### src/rtl/levitate_pkg.sv
// rtl/levitate_pkg.sv - frame constants, parser states and grid helpers for the levitation command parser
package levitate_pkg;

    localparam logic [7:0] SOF_BYTE  = 8'hFF;
    localparam logic [7:0] EOF_BYTE  = 8'h3C;

    localparam logic [7:0] CMD_LEFT  = 8'h41;
    localparam logic [7:0] CMD_RIGHT = 8'h44;
    localparam logic [7:0] CMD_FWD   = 8'h57;
    localparam logic [7:0] CMD_BACK  = 8'h53;

    localparam int GRID_MAX = 4;
    localparam int POS_W    = 3;
    localparam int DELAY_W  = 10;

    typedef enum logic [1:0] {
        IDLE,
        CMD,
        PHASE,
        EOF
    } parser_state_t;

    // One grid step in either direction, clamped to [0, max_pos].
    function automatic logic [POS_W-1:0] step_pos(
        input logic [POS_W-1:0] pos,
        input logic             up,
        input logic [POS_W-1:0] max_pos
    );
        logic [POS_W-1:0] res;
        if (up) begin
            res = (pos >= max_pos) ? max_pos : pos + 1'b1;
        end else begin
            res = (pos == '0) ? '0 : pos - 1'b1;
        end
        return res;
    endfunction

endpackage

### src/rtl/cmd_timeout_cnt.sv
// rtl/cmd_timeout_cnt.sv - idle-cycle counter that pulses expired after TIMEOUT_CYC-1 enabled cycles
module cmd_timeout_cnt #(
    parameter int TIMEOUT_CYC = 2_500_000
) (
    input  logic clk,
    input  logic rst_n,
    input  logic clear,
    input  logic enable,
    output logic expired
);

    localparam int CNT_W = (TIMEOUT_CYC > 1) ? $clog2(TIMEOUT_CYC) : 1;
    localparam logic [CNT_W-1:0] CNT_LAST = CNT_W'(TIMEOUT_CYC - 1);

    logic [CNT_W-1:0] cnt;

    // Holds at the terminal value so a stalled owner never sees the count wrap.
    always_ff @(posedge clk or negedge rst_n) begin
        if (!rst_n) begin
            cnt <= '0;
        end else if (clear) begin
            cnt <= '0;
        end else if (enable && (cnt != CNT_LAST)) begin
            cnt <= cnt + 1'b1;
        end
    end

    assign expired = enable & ~clear & (cnt == CNT_LAST);

endmodule

### src/rtl/levitate_cmd_parser.sv
// rtl/levitate_cmd_parser.sv - validates SOF/cmd/phase/EOF frames and commits grid position and phase delay
module levitate_cmd_parser
    import levitate_pkg::*;
#(
    parameter int CLK_HZ      = 50_000_000,
    parameter int TIMEOUT_CYC = 2_500_000,
    parameter int MAX_POS     = GRID_MAX,
    parameter int INIT_POS    = 3
) (
    input  logic               clk,
    input  logic               rst_n,
    input  logic [7:0]         rx_data,
    input  logic               rx_rdy,
    output logic [POS_W-1:0]   pos_x,
    output logic [POS_W-1:0]   pos_y,
    output logic [DELAY_W-1:0] delay,
    output logic               cfg_valid,
    output logic               frame_err,
    output logic               busy_n
);

    localparam logic [POS_W-1:0] POS_MAX  = POS_W'(MAX_POS);
    localparam logic [POS_W-1:0] POS_INIT = POS_W'(INIT_POS);

    if ((CLK_HZ <= 0) || (TIMEOUT_CYC < 2) || (MAX_POS > 7) || (INIT_POS > MAX_POS)) begin : g_param_check
        $error("levitate_cmd_parser: illegal parameter set");
    end

    parser_state_t state, state_nxt;

    logic       rx_rdy_q;
    logic       byte_stb;
    logic       tmo_expired;
    logic [7:0] cmd_q;
    logic [7:0] ph_q;
    logic       capture_cmd;
    logic       capture_ph;
    logic       do_commit;
    logic       do_err;

    always_ff @(posedge clk or negedge rst_n) begin
        if (!rst_n) begin
            rx_rdy_q <= 1'b0;
        end else begin
            rx_rdy_q <= rx_rdy;
        end
    end

    assign byte_stb = rx_rdy & ~rx_rdy_q;

    cmd_timeout_cnt #(
        .TIMEOUT_CYC (TIMEOUT_CYC)
    ) u_timeout (
        .clk     (clk),
        .rst_n   (rst_n),
        .clear   (byte_stb | (state == IDLE)),
        .enable  (state != IDLE),
        .expired (tmo_expired)
    );

    always_ff @(posedge clk or negedge rst_n) begin
        if (!rst_n) begin
            state <= IDLE;
        end else begin
            state <= state_nxt;
        end
    end

    // tmo_expired is already masked by byte_stb, so a byte arriving on the
    // terminal count always takes the byte path.
    always_comb begin
        state_nxt   = state;
        capture_cmd = 1'b0;
        capture_ph  = 1'b0;
        do_commit   = 1'b0;
        do_err      = 1'b0;
        case (state)
            IDLE: begin
                if (byte_stb && (rx_data == SOF_BYTE)) begin
                    state_nxt = CMD;
                end
            end
            CMD: begin
                if (byte_stb) begin
                    capture_cmd = 1'b1;
                    state_nxt   = PHASE;
                end else if (tmo_expired) begin
                    do_err    = 1'b1;
                    state_nxt = IDLE;
                end
            end
            PHASE: begin
                if (byte_stb) begin
                    capture_ph = 1'b1;
                    state_nxt  = EOF;
                end else if (tmo_expired) begin
                    do_err    = 1'b1;
                    state_nxt = IDLE;
                end
            end
            EOF: begin
                if (byte_stb) begin
                    if (rx_data == EOF_BYTE) begin
                        do_commit = 1'b1;
                        state_nxt = IDLE;
                    end else if (rx_data == SOF_BYTE) begin
                        do_err    = 1'b1;
                        state_nxt = CMD;
                    end else begin
                        do_err    = 1'b1;
                        state_nxt = IDLE;
                    end
                end else if (tmo_expired) begin
                    do_err    = 1'b1;
                    state_nxt = IDLE;
                end
            end
            default: begin
                state_nxt = IDLE;
            end
        endcase
    end

    always_ff @(posedge clk or negedge rst_n) begin
        if (!rst_n) begin
            cmd_q <= '0;
            ph_q  <= '0;
        end else begin
            if (capture_cmd) begin
                cmd_q <= rx_data;
            end
            if (capture_ph) begin
                ph_q <= rx_data;
            end
        end
    end

    // Position and delay change together, only on a fully validated frame.
    always_ff @(posedge clk or negedge rst_n) begin
        if (!rst_n) begin
            pos_x     <= POS_INIT;
            pos_y     <= POS_INIT;
            delay     <= '0;
            cfg_valid <= 1'b0;
            frame_err <= 1'b0;
        end else begin
            cfg_valid <= do_commit;
            frame_err <= do_err;
            if (do_commit) begin
                delay <= {ph_q, 2'b00};
                case (cmd_q)
                    CMD_LEFT:  pos_x <= step_pos(pos_x, 1'b0, POS_MAX);
                    CMD_RIGHT: pos_x <= step_pos(pos_x, 1'b1, POS_MAX);
                    CMD_FWD:   pos_y <= step_pos(pos_y, 1'b1, POS_MAX);
                    CMD_BACK:  pos_y <= step_pos(pos_y, 1'b0, POS_MAX);
                    default: ;
                endcase
            end
        end
    end

    assign busy_n = (state == IDLE);

endmodule
### config.mk
export PLATFORM = sky130hd
export DESIGN_NAME = levitate_cmd_parser
export DESIGN_NICKNAME = d
export VERILOG_FILES = /design/src/rtl/levitate_pkg.sv /design/src/rtl/cmd_timeout_cnt.sv /design/src/rtl/levitate_cmd_parser.sv
export SDC_FILE = /design/constraint.sdc
export NUM_CORES = 1
export LEC_CHECK = 0
export ABC_CLOCK_PERIOD_IN_PS = 5400
export BUFFER_PORTS_ARGS = -buffer_cell sky130_fd_sc_hd__buf_2
export CORE_MARGIN = 4
export CORE_UTILIZATION = 60
export CTS_BUF_LIST = sky130_fd_sc_hd__clkbuf_4 sky130_fd_sc_hd__clkbuf_8
export CTS_CLUSTER_DIAMETER = 30
export DETAILED_ROUTE_END_ITERATION = 10
export GPL_ROUTABILITY_DRIVEN = 0
export HOLD_SLACK_MARGIN = 0.15
export PLACE_DENSITY = 0.81
export SETUP_SLACK_MARGIN = 0.05
export SKIP_CTS_REPAIR_TIMING = 1
export SYNTH_ARGS = -nofsm -noshare
export SYNTH_HDL_FRONTEND = slang
export SYNTH_SLANG_ARGS = --single-unit
export TNS_END_PERCENT = 20
### constraint.sdc
create_clock -name clk -period 5.4 [get_ports clk]
set_input_delay 0.27 -clock clk [delete_from_list [all_inputs] [get_ports clk]]
set_output_delay 0.27 -clock clk [all_outputs]
set_load 0.1 [all_outputs]
==> impl_metrics.py, run 1 <==
metrics = {
    "run_status": {
        "status": "complete, no violations",
    },
    "floorplanning": {
        "die_h_um": 77.3,
        "die_area_sq_um": 5980,
        "row_count": 24,
        "initial_utilization": 0.640,
        "dieWidth_um": 77.3,
        "core_area_sq_um": 4500,
        "ios": 30,
    },
    "worst_setup_path": {
        "crit_path_end_kind": "register",
        "cp_max_fo": 11,
        "reg2reg_setup_slack_ps": 3320,
        "cp.required_ps": 5650,
        "worstSetupPathType": "in -> reg",
        "start_kind": "primary input",
        "reg2reg_depth": 5,
        "worstPathArrival_ps": 2550,
    },
    "synthesis": {
        "yosysUniqueCellTypes": 39,
        "synthFlopType": "dfrtp_1",
        "synth_mux_area_frac": 0.111,
        "ys_top_cells_by_count": "dfrtp_1, nor2_1, mux2_2",
        "synthCells": 267,
        "synth-compound-area-share": 0.0530,
        "yosys.area_share.simple": 0.178,
        "yosys.area_share.adder": 0.0651,
        "synth_area_leaders": "dfrtp_1, mux2_2, ha_1, xor2_1, nor2_1",
        "ys_warn_count": 0,
        "synth_top_area_frac": 0.460,
        "synth.most_common_cell": "dfrtp_1",
        "syn_area_sq_um": 2880,
        "ys_ff_latch": 57,
        "synth_edf_count": 0,
        "ys_async_sr_fraction": 1.00,
        "synth_top_family_by_area": "simple AND/OR/NAND/NOR gates",
        "seq_area_frac_synth": 0.497,
        "synth_top_cell_by_area": "dfrtp_1",
        "avgSynthCellArea_sq_um": 10.8,
        "synth_xor_xnor_area_share": 0.0608,
    },
    "clocking": {
        "cts_tree": "done",
        "cts.sinks": 57,
        "cts_buffer_depth": 2,
        "htreeDepth": 3,
        "root_buffer": "clkbuf_8",
        "cts_buffers": 9,
        "worstSkewPairLatency_ps": 330,
        "path_clk_slew_ps": 70,
    },
    "detailed_routing": {
        "drtPass1Iterations": 6,
        "vias": 2017,
        "viasPerCell": 5.68,
        "drc_errors": 0,
        "wl_per_cell_um": 14.4,
        "drt_iter0_drc": 138,
        "ant_nets": 0,
        "routed_wl_um": 5120,
    },
    "layout": {
        "syn2layout_area_growth_pct": 13.1,
        "num_antenna_cells": 0,
        "drive_gt1_frac": 0.244,
        "nNetsFinal": 324,
        "finalNonFillerCells": 355,
    },
    "run": {
        "maxCapViolCount": 0,
    },
    "power_and_ir_drop": {
        "p_leak_nw": 1.54,
        "powerDensity_nw_per_um2": 365,
        "irDropWorstVdd_mv": 0.249,
    },
    "timing": {
        "hold_violations": 0,
        "fmax_mhz": 435,
        "worstMarginPinSlew_ps": 728,
        "setup-violations-final": 0,
        "fin_crit_sh": 0.426,
        "rsz0062_at_grt": "false",
        "fin_crit_ps": 2300,
        "setup_tns_ps": 0,
        "skew_ps": 8.97,
        "max_slew_margin": 0.515,
        "finalMaxSlewViolations": 0,
    },
    "min_path": {
        "whs_path_depth": 2,
        "hold_class": "in -> reg",
    },
    "grt": {
        "grt_pass1_vias": 2021,
        "gr-total-overflow": 0,
        "gr-usage-all-layers": 0.192,
        "antenna_found_initial": 0,
        "grt_pass1_wl_um": 9250,
        "grt_max_degree": 58,
    },
    "placed_design": {
        "place_inst": 337,
        "port_buffers": 27,
        "hpwl_um": 3460,
    },
}
stage by stage:
| stage | setup WS (ps) | hold WS, ps | total power, W | util | area [sq um] |
|---|---|---|---|---|---|
| 3_3_place_gp | 3320 | 402 | 0.000796 | 0.675 | 3040 |
| 4_1_cts | 3300 | 59.9 | 0.00120 | 0.719 | 3240 |
| 3_5_place_dp | 3270 | 403 | 0.000800 | 0.675 | 3040 |
| 6_report | 3100 | 204 | 0.00119 | 0.724 | 3260 |
| 5_1_grt | 2910 | 202 | 0.00125 | 0.724 | 3260 |
| 2_1_floorplan | 3300 | -25.6 | 0.000746 | - | 2890 |
metal layers:
layer / vias up / wire [um] / global-route usage
met5: - / 0 / 0
met4: 0 / 50 / 0.0801
li1: 985 / - / -
met2: 52 / 2260 / 0.292
met1: 974 / 2530 / 0.267
met3: 6 / 278 / 0.0422
cells by family after synthesis:
group | after synthesis
buf+inv | 23
xor+xnor | 20
fa+ha+maj | 15
simple gates | 98
other cells | 1
mux | 29
compound gates | 24
flops | 57
layout make-up:
| class | instances | area [sq um] |
|---|---|---|
| sequential | 57 | 1430 |
| multi-input combinational | 188 | 1360 |
| fill | 328 | 1240 |
| timing repair buffer | 30 | 163 |
| clock buffer | 11 | 145 |
| tap | 52 | 65.1 |
| clock inverter | 5 | 55.1 |
| inverter | 12 | 45.0 |
cell usage in the layout, fill, tap and decap left out, types with 3 or more instances in the layout:
cell type   n
dfrtp_1    53
nor2_1     29
buf_2      27
mux2_2     24
nand3_1    16
xor2_1     16
ha_1       15
nand2_1    13
inv_1      12
clkbuf_8   10
nand4_1     7
and3_1      6
and2_1      6
o21ai_0     5
mux2i_1     5
and4_1      4
nand2b_1    4
a21oi_1     4
xnor2_1     4
o21ai_1     4
dfstp_2     4
nor3_1      3
a211oi_1    3
worst paths after layout:
check / startpoint / endpoint
worst max-delay path: rx_rdy / pos_x[2]
worst min-delay path: rx_data[4] / cmd_q[4]
worst max register to register: rx_rdy_q / pos_x[2]
worst min register to register: cmd_q[6] / cmd_q[6]
max in group asynchronous: rst_n / u_timeout.cnt[2]
min in group asynchronous: rst_n / pos_y[2]
power by group:
part           internal (W)  total (W)  leakage, nW  switching (W)
clock network      0.000229   0.000396       0.0987       0.000167
logic             0.0000975   0.000260        0.682       0.000162
registers          0.000489   0.000535        0.761      0.0000465
total              0.000815    0.00119         1.54       0.000375
sequential cells by signal, summed over array words and instances (netlist names):
| register | cells |
|---|---|
| cfg_valid | 1 |
| cmd_q | 8 |
| delay | 8 |
| frame_err | 1 |
| ph_q | 8 |
| pos_x | 3 |
| pos_y | 3 |
| rx_rdy_q | 1 |
| state | 2 |
| u_timeout.cnt | 22 |
critical path, cell delays in order:
cell and delay [ps]:
dlygate4sd3_1 520, buf_2 110, nor2b_1 440, and4_1 580, and3_1 360, o31ai_1 110
a32oi_1 140
(Power assumes the default switching activity.)
==> run 2: changes to the inputs <==
Settings changed: ABC_CLOCK_PERIOD_IN_PS 5400 to 2150.
Clock period 5.4 ns to 2.15 ns, I/O delays scaled along.
==> impl_metrics.py, run 2 (synthesis gave the netlist of run 1 again) <==
metrics = {
    "layout": {
        "fin_util": 0.752,
        "largest_reg_flops": 22,
        "layout_common_cells": "dfrtp_1, nor2_1, buf_2",
        "num_antenna_cells": 0,
        "multi_input_area_sq_um": 1360,
        "nNetsFinal": 337,
        "final_common_cell": "dfrtp_1",
        "fin_area_sq_um": 3390,
        "seqCellArea_sq_um": 1430,
        "syn2layout_area_growth_pct": 17.4,
        "fillers": 294,
        "largest_register": "u_timeout.cnt",
        "drive_gt1_frac": 0.256,
    },
    "detailed_routing": {
        "drtPass1Iterations": 4,
        "vias": 2070,
        "drt_iter0_drc": 117,
        "ant_nets": 0,
        "wl_per_cell_um": 15.4,
        "routed_wl_um": 5680,
        "drc_errors": 0,
        "viasPerCell": 5.63,
    },
    "floorplanning": {
        "dieWidth_um": 77.3,
        "ios": 30,
        "die_area_sq_um": 5980,
        "initial_utilization": 0.640,
        "core_area_sq_um": 4500,
        "row_count": 24,
        "die_h_um": 77.3,
    },
    "grt": {
        "antenna_found_initial": 0,
        "grt_pass1_wl_um": 9590,
        "grt_pass1_vias": 2002,
        "gr-usage-all-layers": 0.206,
        "grt_max_degree": 58,
        "gr-total-overflow": 0,
    },
    "timing": {
        "rsz0062_at_grt": "false",
        "fin_crit_sh": 0.911,
        "setup_tns_ps": 0,
        "worstMarginPinSlew_ps": 696,
        "setup-violations-final": 0,
        "fin_crit_ps": 1960,
        "max_slew_margin": 0.536,
        "hold_violations": 0,
        "fmax_mhz": 511,
        "setup_slack_ps": 191,
        "skew_ps": 9.33,
        "finalMaxSlewViolations": 0,
    },
    "worst_setup_path": {
        "cp_max_fo": 6,
        "reg2reg_setup_slack_ps": 190,
        "start_kind": "register",
        "cp.required_ps": 2380,
        "cp-startpoint": "u_timeout.cnt[16]",
        "worstReg2RegEnd": "u_timeout.cnt[1]",
        "critPathCapture": "u_timeout.cnt[1]",
        "reg2reg_depth": 6,
        "worstSetupPathType": "reg -> reg",
        "crit_path_end_kind": "register",
        "worstPathArrival_ps": 2190,
        "timing.rr.start": "u_timeout.cnt[16]",
    },
    "power_and_ir_drop": {
        "p_total_w": 0.00308,
        "p_int_w": 0.00205,
        "powerDensity_nw_per_um2": 908,
        "p_sw_w": 0.00102,
        "seqPwrFrac": 0.439,
        "switching_share": 0.333,
        "irDropWorstVdd_mv": 0.691,
        "combPwrFrac": 0.231,
        "clockPowerShare": 0.330,
        "p_leak_nw": 1.61,
    },
    "run": {
        "maxCapViolCount": 0,
    },
    "clocking": {
        "cts.sinks": 57,
        "htreeDepth": 3,
        "cts_buffers": 9,
        "path_clk_slew_ps": 70,
        "root_buffer": "clkbuf_8",
        "cts_tree": "done",
        "worstSkewPairLatency_ps": 340,
        "cts_buffer_depth": 2,
    },
    "placed_design": {
        "place_ws_ps": 202,
        "placed_area_sq_um": 3080,
        "port_buffers": 27,
        "hpwl_um": 3630,
    },
    "min_path": {
        "hold_class": "in -> async",
    },
    "run_status": {
        "status": "complete, no violations",
    },
}
run 2: cell count changes in the layout (fill, tap and decap cells not counted), moves of 2 or more:
cell | previous run | this run
clkinv_4 | 0 | 4
buf_4 | 1 | 6
clkinvlp_4 | 2 | 0
dlygate4sd3_1 | 2 | 10
run 2: worst max-delay path, cell delays in order (launching register included):
cell and delay [ps]:
dfrtp_1 440, nor4_1 490, nand3_1 220, nor2_1 270
buf_4 200, mux2i_1 180, nor2_1 50
run 2: how the worst min path moves through the flow:
stage	end	slack, ps	depth (start not counted)
CTS	rx_rdy_q	-120	1
floorplan	cfg_valid	-190	0
global placement	rx_rdy_q	240	1
finish	u_timeout.cnt[14]	440	3
detailed placement	rx_rdy_q	240	1
global route	rx_rdy_q	450	2
run 2: final cells by class:
class / count / share of cell area
clock buffer: 9 / 0.0366
sequential: 57 / 0.423
inverter: 12 / 0.0133
clock inverter: 7 / 0.0233
multi-input combinational: 188 / 0.402
timing repair buffer: 43 / 0.0828
tap: 52 / 0.0192
run 2: layer usage:
metal,global-route usage,vias up,part of all wire
met4,0.0854,0,0.0076
met1,0.288,992,0.48
met3,0.0679,6,0.054
met5,0,-,0
li1,-,1012,-
met2,0.297,60,0.45
run 2: stage by stage:
step	std cells	hold slack, ps
2_1_floorplan	268	-188
3_3_place_gp	342	241
3_5_place_dp	342	242
4_1_cts	358	-120
5_1_grt	368	445
6_report	368	440
run 2: power by group through the flow:
stage	Combinational [W]	Clock, W	Sequential (W)
floorplan	0.000568	0	0.00131
finish	0.000711	0.00101	0.00135
detailed placement	0.000688	0	0.00136
global placement	0.000672	0	0.00135
global route	0.000770	0.00110	0.00137
CTS	0.000693	0.00104	0.00134
==> run 3: changes to the inputs <==
Settings changed: BUFFER_PORTS_ARGS -buffer_cell sky130_fd_sc_hd__buf_2 to not set, DONT_BUFFER_PORTS set to 1, PLACE_DENSITY 0.81 to 0.76.
==> impl_metrics.py, run 3 (synthesis gave the netlist of run 1 again) <==
metrics = {
    "run_status": {
        "status": "complete, no violations",
    },
    "clocking": {
        "htreeDepth": 3,
        "cts.sinks": 57,
        "path_clk_slew_ps": 70,
        "worstSkewPairLatency_ps": 340,
        "cts_buffer_depth": 2,
        "root_buffer": "clkbuf_8",
        "cts_tree": "done",
        "cts_buffers": 9,
    },
    "detailed_routing": {
        "routed_wl_um": 5680,
        "viasPerCell": 5.70,
        "drc_errors": 0,
        "drtPass1Iterations": 4,
        "vias": 2025,
        "wl_per_cell_um": 16.0,
        "drt_iter0_drc": 126,
        "ant_nets": 0,
    },
    "placed_design": {
        "hpwl_um": 3700,
        "port_buffers": 0,
        "place_ws_ps": 181,
    },
    "worst_setup_path": {
        "timing.rr.start": "cmd_q[3]",
        "critPathCapture": "pos_x[2]",
        "worstPathArrival_ps": 2110,
        "worstReg2RegEnd": "pos_x[2]",
        "cp-startpoint": "cmd_q[3]",
        "crit_cells": 4,
        "worst_path_max_delay_cell": "or4b_4",
        "worstSetupPathType": "reg -> reg",
        "cp.required_ps": 2360,
        "crit_family": "simple AND/OR/NAND/NOR gates",
        "reg2reg_depth": 4,
        "path_cells": "or4b_4 -> or4_4 -> o31ai_1 -> a32oi_1",
        "worstPathBufferInverterCount": 0,
        "cp_max_fo": 5,
        "crit_path_end_kind": "register",
        "cpPeakStageDelay_ps": 560,
        "reg2reg_setup_slack_ps": 250,
        "start_kind": "register",
    },
    "timing": {
        "fin_crit_ps": 1900,
        "fin_crit_sh": 0.883,
        "setup_tns_ps": 0,
        "fmax_mhz": 527,
        "setup-violations-final": 0,
        "rsz0062_at_grt": "false",
        "hold_violations": 0,
        "max_slew_margin": 0.417,
        "setup_slack_ps": 252,
        "skew_ps": 6.61,
        "worstMarginPinSlew_ps": 875,
        "finalMaxSlewViolations": 0,
    },
    "grt": {
        "grt_pass1_wl_um": 9450,
        "gr-total-overflow": 0,
        "grt_max_degree": 58,
        "gr-max-usage-layer": "met2",
        "grt.met2_usage": 0.285,
        "gr-usage-all-layers": 0.202,
        "grt_pass1_vias": 1974,
        "antenna_found_initial": 0,
        "use_met3": 0.0785,
        "grt_use_met1": 0.282,
    },
    "layout": {
        "syn2layout_area_growth_pct": 17.0,
        "largest_reg_flops": 22,
        "nNetsFinal": 324,
        "layout_common_cells": "dfrtp_1, nor2_1, mux2_2",
        "num_antenna_cells": 0,
        "largest_register": "u_timeout.cnt",
        "fin_util": 0.749,
        "drive_gt1_frac": 0.224,
        "final_common_cell": "dfrtp_1",
    },
    "floorplanning": {
        "core_area_sq_um": 4500,
        "ios": 30,
        "initial_utilization": 0.640,
        "row_count": 24,
        "die_area_sq_um": 5980,
        "die_h_um": 77.3,
        "dieWidth_um": 77.3,
    },
    "power_and_ir_drop": {
        "p_leak_nw": 1.56,
        "irDropWorstVdd_mv": 0.855,
        "powerDensity_nw_per_um2": 902,
    },
    "min_path": {
        "hold_class": "in -> reg",
    },
    "run": {
        "maxCapViolCount": 0,
    },
}
[run 3: cell types whose count changed in the layout (fill, tap and decap cells not counted)]
| cell | change |
|---|---|
| inv_6 | -1 |
| clkbuf_8 | +1 |
| clkbuf_4 | +1 |
| buf_16 | +1 |
| buf_2 | -27 |
| clkinvlp_4 | +2 |
| clkinv_2 | +1 |
| clkinv_4 | -4 |
| buf_4 | +13 |
[run 3: area by class of cell]
type,instances,area (sq um)
timing repair buffer,30,270
multi-input combinational,188,1360
tap,52,65.1
clock inverter,5,55.1
inverter,12,45.0
sequential,57,1430
fill,302,1130
clock buffer,11,145
[run 3: how the worst min path moves through the flow]
stage	from	end	depth (start not counted)	slack, ps
floorplan	rst_n	cfg_valid	0	-190
global placement	rst_n	pos_x[2]	0	-190
detailed placement	rst_n	pos_x[2]	0	-190
CTS	rst_n	pos_x[2]	0	-560
global route	rx_data[7]	cfg_valid	2	150
finish	rx_data[7]	frame_err	4	160
[run 3: metrics by stage]
step / power (W) / hold WS (ps) / instances / cell area (sq um)
after floorplan: 0.00188 / -188 / 268 / 2890
after global placement: 0.00199 / -186 / 328 / 3040
after detailed placement: 0.00201 / -186 / 328 / 3040
after CTS: 0.00302 / -557 / 344 / 3240
after global routing: 0.00323 / 152 / 355 / 3370
final: 0.00304 / 158 / 355 / 3370
[run 3: worst reg2reg max path, cell delays in order (launching register included)]
cell,delay (ps)
dfrtp_1,380
or4b_4,560
or4_4,540
o31ai_1,230
a32oi_1,70
[run 3: layer usage]
layer / share of wire / up-vias / routed length [um]
li1: - / 986 / -
met1: 0.47 / 973 / 2670
met2: 0.44 / 57 / 2510
met3: 0.071 / 9 / 401
met4: 0.016 / 0 / 93
met5: 0 / - / 0
[run 3: power breakdown]
group / internal (W) / switching, W / leakage [nW] / total, W
registers: 0.00123 / 0.000120 / 0.761 / 0.00135
logic: 0.000284 / 0.000416 / 0.704 / 0.000700
clock network: 0.000575 / 0.000422 / 0.0987 / 0.000997
